## config.mk

```make
export PLATFORM = sky130hd
export DESIGN_NAME = mole_spawner
export DESIGN_NICKNAME = d
export VERILOG_FILES = /design/src/rtl/whack_pkg.sv /design/src/rtl/mole_lfsr.sv /design/src/rtl/mole_spawner.sv
export SDC_FILE = /design/constraint.sdc
export NUM_CORES = 1
export LEC_CHECK = 0
export BUFFER_PORTS_ARGS = -buffer_cell sky130_fd_sc_hd__clkbuf_2
export CORE_MARGIN = 2
export CORE_UTILIZATION = 45
export CTS_CLUSTER_DIAMETER = 30
export DETAILED_ROUTE_END_ITERATION = 10
export GPL_TIMING_DRIVEN = 0
export PLACE_DENSITY = 0.58
export SLEW_MARGIN = 20
export SYNTH_ARGS = -nofsm -noshare
export SYNTH_HDL_FRONTEND = slang
export SYNTH_SLANG_ARGS = --single-unit
```

## constraint.sdc

```tcl
create_clock -name clk -period 5.2 [get_ports clk]
set_input_delay 0 -clock clk [delete_from_list [all_inputs] [get_ports clk]]
set_output_delay 0 -clock clk [all_outputs]
set_load 0.02 [all_outputs]
```

## src/rtl/whack_pkg.sv

```systemverilog
// whack_pkg: shared constants, FSM state type and LFSR helper for the mole game.
package whack_pkg;

    localparam int unsigned NUM_HOLES         = 5;
    localparam int unsigned LFSR_W            = 16;
    localparam logic [15:0] LFSR_TAPS         = 16'hB400;
    localparam logic [15:0] LFSR_SEED_DEFAULT = 16'hACE1;

    typedef enum logic [2:0] {
        IDLE      = 3'd0,
        GAP       = 3'd1,
        SPAWN     = 3'd2,
        DWELL     = 3'd3,
        END_CHECK = 3'd4,
        DONE      = 3'd5
    } state_t;

    // One step of the right-shifting Galois LFSR, x^16+x^14+x^13+x^11+1.
    function automatic logic [15:0] lfsr_step(input logic [15:0] v);
        return {1'b0, v[15:1]} ^ (v[0] ? LFSR_TAPS : 16'h0000);
    endfunction

endpackage

```

## src/rtl/mole_lfsr.sv

```systemverilog
// mole_lfsr: free-running 16-bit LFSR and the mole pattern derived from it.
// The pattern is never zero and carries at most MAX_MOLES set bits.
module mole_lfsr #(
    parameter int unsigned HOLES     = whack_pkg::NUM_HOLES,
    parameter int unsigned MAX_MOLES = 2,
    parameter logic [15:0] SEED      = whack_pkg::LFSR_SEED_DEFAULT
) (
    input  logic             clk,
    input  logic             rst,
    output logic [HOLES-1:0] pattern_c
);
    import whack_pkg::*;

    logic [15:0]      lfsr;
    logic [HOLES-1:0] cand;
    int unsigned      kept;

    // LFSR advances every clock regardless of game state.
    always_ff @(posedge clk) begin
        if (rst) begin
            lfsr <= SEED;
        end else begin
            lfsr <= lfsr_step(lfsr);
        end
    end

    // Zero fix-up from the index field above the candidate, then keep the lowest set bits.
    always_comb begin
        cand      = lfsr[HOLES-1:0];
        kept      = 0;
        pattern_c = '0;
        if (cand == '0) begin
            cand = HOLES'(1) << (32'(lfsr[HOLES+2:HOLES]) % HOLES);
        end
        for (int i = 0; i < int'(HOLES); i++) begin
            if (cand[i] && (kept < MAX_MOLES)) begin
                pattern_c[i] = 1'b1;
                kept         = kept + 32'd1;
            end
        end
    end

endmodule

```

## src/rtl/mole_spawner.sv

```systemverilog
// mole_spawner: sequences a game of ROUNDS rounds, loading random mole patterns
// into the board, ending rounds early when cleared and flagging expired misses.
// Optional MOLE_SPAWNER_SPEEDUP_EN: dwell shortens every fifth round down to a floor.
module mole_spawner #(
    parameter int unsigned NUM_HOLES    = whack_pkg::NUM_HOLES,
    parameter int unsigned DWELL_CYCLES = 50000000,
    parameter int unsigned GAP_CYCLES   = 12500000,
    parameter int unsigned MAX_MOLES    = 2,
    parameter int unsigned ROUNDS       = 30,
    parameter logic [15:0] LFSR_SEED    = whack_pkg::LFSR_SEED_DEFAULT
) (
    input  logic                 clk,
    input  logic                 rst,
    input  logic                 start,
    input  logic [NUM_HOLES-1:0] board_state,
    output logic                 load,
    output logic [NUM_HOLES-1:0] loadval,
    output logic                 miss_trigger,
    output logic [7:0]           round,
    output logic                 busy,
    output logic                 done
);
    import whack_pkg::*;

    localparam int unsigned MAX_SPAN = (DWELL_CYCLES > GAP_CYCLES) ? DWELL_CYCLES : GAP_CYCLES;
    localparam int unsigned TIMER_W  = (MAX_SPAN > 1) ? $clog2(MAX_SPAN) : 1;

    state_t               state;
    state_t               next_state;
    logic [TIMER_W-1:0]   timer;
    logic [TIMER_W-1:0]   timer_d;
    logic                 load_d;
    logic [NUM_HOLES-1:0] loadval_d;
    logic                 miss_d;
    logic [7:0]           round_d;
    logic                 busy_d;
    logic                 done_d;
    logic [NUM_HOLES-1:0] pattern_c;
    logic                 gap_last;
    logic                 dwell_last;
    logic                 dwell_first;
    logic                 board_clear;
    logic                 dwell_exit;
    logic                 dwell_miss;
    logic                 round_full;

    mole_lfsr #(
        .HOLES     (NUM_HOLES),
        .MAX_MOLES (MAX_MOLES),
        .SEED      (LFSR_SEED)
    ) u_lfsr (
        .clk       (clk),
        .rst       (rst),
        .pattern_c (pattern_c)
    );

`ifdef MOLE_SPAWNER_SPEEDUP_EN
    localparam int unsigned LIM_W       = $clog2(DWELL_CYCLES + 1);
    localparam int unsigned SPEED_STEP  = DWELL_CYCLES / 16;
    localparam int unsigned SPEED_FLOOR = DWELL_CYCLES / 4;

    logic [LIM_W-1:0] dwell_lim;
    logic [LIM_W-1:0] dwell_lim_d;

    // Effective dwell limit, shortened at every fifth completed round.
    always_comb begin
        dwell_lim_d = dwell_lim;
        if (((state == IDLE) || (state == DONE)) && start) begin
            dwell_lim_d = LIM_W'(DWELL_CYCLES);
        end else if ((state == END_CHECK) && (round != 8'd0) && ((round % 8'd5) == 8'd0)) begin
            dwell_lim_d = (32'(dwell_lim) >= SPEED_FLOOR + SPEED_STEP)
                        ? dwell_lim - LIM_W'(SPEED_STEP)
                        : LIM_W'(SPEED_FLOOR);
        end
    end

    // Dwell limit register.
    always_ff @(posedge clk) begin
        if (rst) begin
            dwell_lim <= LIM_W'(DWELL_CYCLES);
        end else begin
            dwell_lim <= dwell_lim_d;
        end
    end

    assign dwell_last = ((32'(timer) + 32'd1) == 32'(dwell_lim));
`else
    assign dwell_last = ((32'(timer) + 32'd1) == DWELL_CYCLES);
`endif

    // The first dwell cycle sees the previous board, so only expiry counts there.
    assign gap_last    = ((32'(timer) + 32'd1) == GAP_CYCLES);
    assign dwell_first = (timer == '0);
    assign board_clear = (board_state == '0);
    assign dwell_exit  = dwell_last || (!dwell_first && board_clear);
    assign dwell_miss  = dwell_last && (dwell_first || !board_clear);
    assign round_full  = (32'(round) == ROUNDS);

    // State register.
    always_ff @(posedge clk) begin
        if (rst) begin
            state <= IDLE;
        end else begin
            state <= next_state;
        end
    end

    // Next-state logic.
    always_comb begin
        next_state = state;
        unique case (state)
            IDLE, DONE: if (start)      next_state = GAP;
            GAP:        if (gap_last)   next_state = SPAWN;
            SPAWN:                      next_state = DWELL;
            DWELL:      if (dwell_exit) next_state = END_CHECK;
            END_CHECK:                  next_state = round_full ? DONE : GAP;
            default:                    next_state = IDLE;
        endcase
    end

    // Output and datapath actions taken on leaving each state.
    always_comb begin
        load_d    = 1'b0;
        miss_d    = 1'b0;
        loadval_d = loadval;
        round_d   = round;
        busy_d    = busy;
        done_d    = done;
        timer_d   = timer;
        unique case (state)
            IDLE, DONE: begin
                if (start) begin
                    timer_d = '0;
                    round_d = 8'd0;
                    busy_d  = 1'b1;
                    done_d  = 1'b0;
                end
            end
            GAP: begin
                timer_d = timer + TIMER_W'(1);
            end
            SPAWN: begin
                load_d    = 1'b1;
                loadval_d = pattern_c;
                timer_d   = '0;
            end
            DWELL: begin
                timer_d = timer + TIMER_W'(1);
                if (dwell_exit) begin
                    round_d = (round == 8'hFF) ? round : round + 8'd1;
                end
                if (dwell_miss) begin
                    miss_d    = 1'b1;
                    load_d    = 1'b1;
                    loadval_d = '0;
                end
            end
            END_CHECK: begin
                if (round_full) begin
                    busy_d = 1'b0;
                    done_d = 1'b1;
                end else begin
                    timer_d = '0;
                end
            end
            default: begin
                timer_d = '0;
            end
        endcase
    end

    // Registered outputs and timer.
    always_ff @(posedge clk) begin
        if (rst) begin
            load         <= 1'b0;
            loadval      <= '0;
            miss_trigger <= 1'b0;
            round        <= 8'd0;
            busy         <= 1'b0;
            done         <= 1'b0;
            timer        <= '0;
        end else begin
            load         <= load_d;
            loadval      <= loadval_d;
            miss_trigger <= miss_d;
            round        <= round_d;
            busy         <= busy_d;
            done         <= done_d;
            timer        <= timer_d;
        end
    end

endmodule

```

After elaboration in Yosys (flattened, before gate mapping)
Cells that the tools add are included.

Word-level logic and storage cells: 97. Register bits: 62. Output and inout bits: 17. Input bits: 8.

Shift operators: 1. Div/mod/pow operators: 1. Multiplexer cells: 33. Bitwise operators: 2. Eq/ne operators: 16. Add/sub/neg operators: 6. Order comparisons: 4. Reductions and logical operators: 25.

Operators by type and width (number): 32-bit by 2-bit < comparator with 1-bit output, second input constant (3); 32-bit two-way mux (3); 26-bit one-hot mux with 3 select lines (1); 32-bit by 1-bit adder with 32-bit output, second input constant (2); 26-bit two-way mux (2); 32-bit by 26-bit equality test with 1-bit output, second input constant (1); 3-bit by 3-bit remainder unit with 32-bit output, second input constant (1); 1-bit by 32-bit << shifter with 5-bit output, first input constant (1); 26-bit by 1-bit adder with 27-bit output, second input constant (1); 27-bit by 24-bit equality test with 1-bit output, second input constant (1); 26-bit by 1-bit adder with 26-bit output, second input constant (1); 26-bit logical NOT (1); 8-bit two-way mux (3); 16-bit two-way mux (1); 8-bit one-hot mux with 2 select lines (1); 15-bit by 16-bit XOR with 16-bit output (1); 3-bit one-hot mux with 5 select lines (1); 2-bit != test, second input constant (7); 3-bit two-way mux (4); 1-bit two-way mux (11); 5-bit logical NOT (2); 5-bit two-way mux (2); 5-bit one-hot mux with 2 select lines (1); 8-bit by 1-bit adder with 8-bit output, second input constant (1); other kinds (18) (35).

Depth between registers and ports, before layout
Word-level depth: 17. Gate-level depth with buffers: 14. Mapped depth without buffers: 14.

By module
A second synthesis with hierarchy kept.

Cell total of the unflattened synthesis: 465. Area total of the unflattened synthesis: 3669.8 um^2.

By module, submodules not included: mole_spawner (instances 1, area an instance 2877.8 um^2, cells each 386); mole_lfsr (instances 1, area an instance 792.0 um^2, cells each 79).

Worst setup path before layout
No wires, ideal clock.

Path type: flip-flop to flip-flop. From: reg timer[0]. To: reg state[0]. Setup slack: 2.538 ns. Cell stages (with the launch flop): 11. Clock period less this slack: 2.662 ns. Required time: 5.073 ns. Arrival: 2.535 ns. Buffers on the path: 1. Setup time: 0.127 ns. Cells stage by stage: dfxtp_1 -> ha_1 -> nand3_2 -> or4_4 -> a221oi_2 -> nand4_1 -> nor4b_4 -> a21oi_2 -> buf_2 -> o311ai_1 -> o21ai_1.

Word-level cells in the longest chain between the ends: 6.

Ends and longest elaborated chain: start, declared (line mole_spawner.sv:30) `logic [TIMER_W-1:0] timer;`; start signal, assigned (line mole_spawner.sv:189) `timer <= timer_d;`; parallel branches: the longest is 5 deep, another holds 26-bit by 1-bit adder with 27-bit output; 3-bit AND reduction (no source line) *; end signal, assigned (line mole_spawner.sv:104) `state <= next_state;`; end, declared (line mole_spawner.sv:28) `state_t state;`.

Mark *: on every way between the ends. A chain may end at the register's enable or synchronous reset.

Worst setup path in the final report
Same ends and word-level chain as after synthesis.

==> summary.txt <==
PwrDens: 337.6 nW/um^2
Fin. Hold Viols: 0
Hold_ws: 7.688 ps
Final HPWL DP: 6.804 mm
Non-filler cells, final: 600
I/O Pins: 25
Vias: 3,492
EDFF count, synth: 0
Initial DRC Count: 199
#FFs+latches synth: 62
CP max FO: 10
Synth Net Count: 475
Hold buffers post-CTS: 0
Warnings from Yosys: 0
Crit path DAT: 3460 ps
Htree depth: 3
Die Ht: 92.57 microns
Clock Sinks: 62
Post-route setup TNS: 0 ps
Synth top area share: 35.16%
Post-synth ARST share: 0%
Critical path startpoint category: register
Syn_area_per_cell: 7.707 sq um
Inserted Clock Buffers: 9
Area leader, netlist: dfxtp_1
Type of the worst min-delay path: in -> reg
Finished Cell Area: 3978 sq um
Pin count of the biggest net entering global routing: 12
Tot Pwr: 1.343 mW
Gpl congestion: 0.8926
Met1 Track Usage GR: 30.65%
Static leakage power: 1.522 nW
First-pass GRT wire length: 15.50 mm
CTS root buffer: clkbuf_8
CTS clock-pin slew for the worst setup and hold paths: 80 ps
CTS resizes: 0
Via density: 5.820
Commonest cells after routing, fill and taps aside: 62 x dfxtp_1, 56 x nor2_1, 36 x a21oi_1
Initial antenna violation count: 0
Area grow syn2layout: 12.69%
Area of the mapped netlist: 3530 sq um
Fmax: 310.5 MHz
Core Box Area: 7647 sq um
Total gr overflow: 0
Worst EP required: 5440 ps
Overall routed net length: 9.487 mm
Unrepaired setup endpoints after global routing: false
Number of global-route vias before repair: 3,100
Met3 Track Usage GR: 4.150%
Post-route ant nets: 0
CTS tree: built
Die width: 92.57 microns
Mean routed wirelength per cell: 15.81 microns
DP Cell Count: 584
Util after Layout: 52.01%
MaxCap Viol Count: 0
Die area: 8568 sq um
CP Capture Type: register
Finish-stage setup viols: 0
GRT Overall Usage: 23.12%
First-pass DRT Iterations: 4
Number of fill cells: 791
Post-CTS Setup Inserts: 0
Crit Path Class: reg -> reg
Port bufs: 24
Relative slew slack: 55.41%
Busiest grt layer: met2
Synth top area cells: dfxtp_1 35%, nor2_1 6.0%, a21oi_1 5.1%
Worst VDD drop: 0.1564 mV
Primary FF master, synth: dfxtp_1
Post-synthesis cell type count: 57
Sequential-to-total area share from yosys stat: 35.16%
DRC Markers: 0
Clock Skews: 11.11 ps
Final period util: 61.94%
Layout cells sized above 1: 14.66%
Clock Latency Late Sink: 360 ps
Cells after synthesis: 458
N_diodes: 0
Slew Limit Fails: 0
Initial Util: 46.16%
Dpl cell area: 3777 sq um
Rows: 32
Status: finished, final reports clean
GR Util met2: 36.74%
Clock tree buffer depth: 2
Nets: 510
Tmin final: 3221 ps
Worst Max-Slew Pin Slew: 665.3 ps
Pre-CTS setup slack: 2046 ps
Final worst slack: 1979 ps
Most common cell after layout, fill and taps aside: dfxtp_1
==> worst max-delay path: stages (launching register included) <==
cell	delay [ps]
dfxtp_1	450
ha_1	280
nand3_2	150
clkbuf_1	260
nor4_1	420
xnor2_1	280
nand4_1	210
nor4b_4	290
a21oi_2	170
buf_2	230
o311ai_1	270
o21ai_1	90
==> where the power goes <==
part / internal (mW) / switching [mW] / total, mW
clock network: 0.234 / 0.208 / 0.442
registers: 0.504 / 0.0289 / 0.532
logic: 0.118 / 0.250 / 0.368
==> path summary, 6_finish.rpt <==
check	start	to	slack (ps)	cells after the start
min reg2reg	u_lfsr.lfsr[12]$_SDFF_PP0_	u_lfsr.lfsr[11]$_SDFF_PP1_	400	1
min	rst	u_lfsr.lfsr[13]$_SDFF_PP1_	8	3
max reg2reg	timer[0]$_SDFFE_PP0P_	state[0]$_SDFFE_PP0P_	1980	11
max	timer[0]$_SDFFE_PP0P_	state[0]$_SDFFE_PP0P_	1980	11
==> kinds of logic after synthesis <==
kind of cell | after synthesis | synth area share, %
AND/OR/NAND/NOR | 221 | 33.96
AO/OA/AOI/OAI | 109 | 18.93
XOR/XNOR | 16 | 3.970
buffers and inverters | 41 | 4.785
flip-flops | 62 | 35.16
adder cells (fa/ha/maj) | 9 | 3.190
==> layer usage <==
metal  vias up  share of wire, %
met2        99                46
li1       1736                 -
met3        20               5.9
met5         -                 0
met1      1637                46
met4         0               2.3
==> Yosys cell counts, drive strengths merged (5+ instances only) <==
| master | instances |
|---|---|
| inv | 11 |
| and3 | 10 |
| nand3 | 19 |
| xnor2 | 10 |
| nand2 | 35 |
| or2 | 6 |
| nand4 | 17 |
| clkbuf | 17 |
| a31oi | 6 |
| buf | 12 |
| xor2 | 6 |
| dfxtp | 62 |
| nor4 | 18 |
| nor2 | 56 |
| ha | 9 |
| a21oi | 37 |
| or3 | 9 |
| nor3 | 19 |
| o21ai | 30 |
| and2 | 5 |
| nor2b | 10 |
| o21bai | 5 |
==> sequential cells by signal (all words and copies together), names as in the netlist <==
| register | flops |
|---|---|
| busy | 1 |
| loadval | 5 |
| round | 8 |
| load | 1 |
| miss_trigger | 1 |
| timer | 26 |
| state | 3 |
| done | 1 |
| u_lfsr.lfsr | 16 |
==> final cells by class <==
class	count	area, sq um	share of cell area (%)
clock buffer	11	141.4	3.555
tap	102	127.6	3.209
buffer	29	123.9	3.114
sequential	62	1241	31.20
multi-input combinational	355	2120	53.29
inverter	12	45.04	1.132
timing repair buffer	24	120.1	3.020
clock inverter	5	58.81	1.478
No activity file was read; power rests on OpenSTA's default activity.
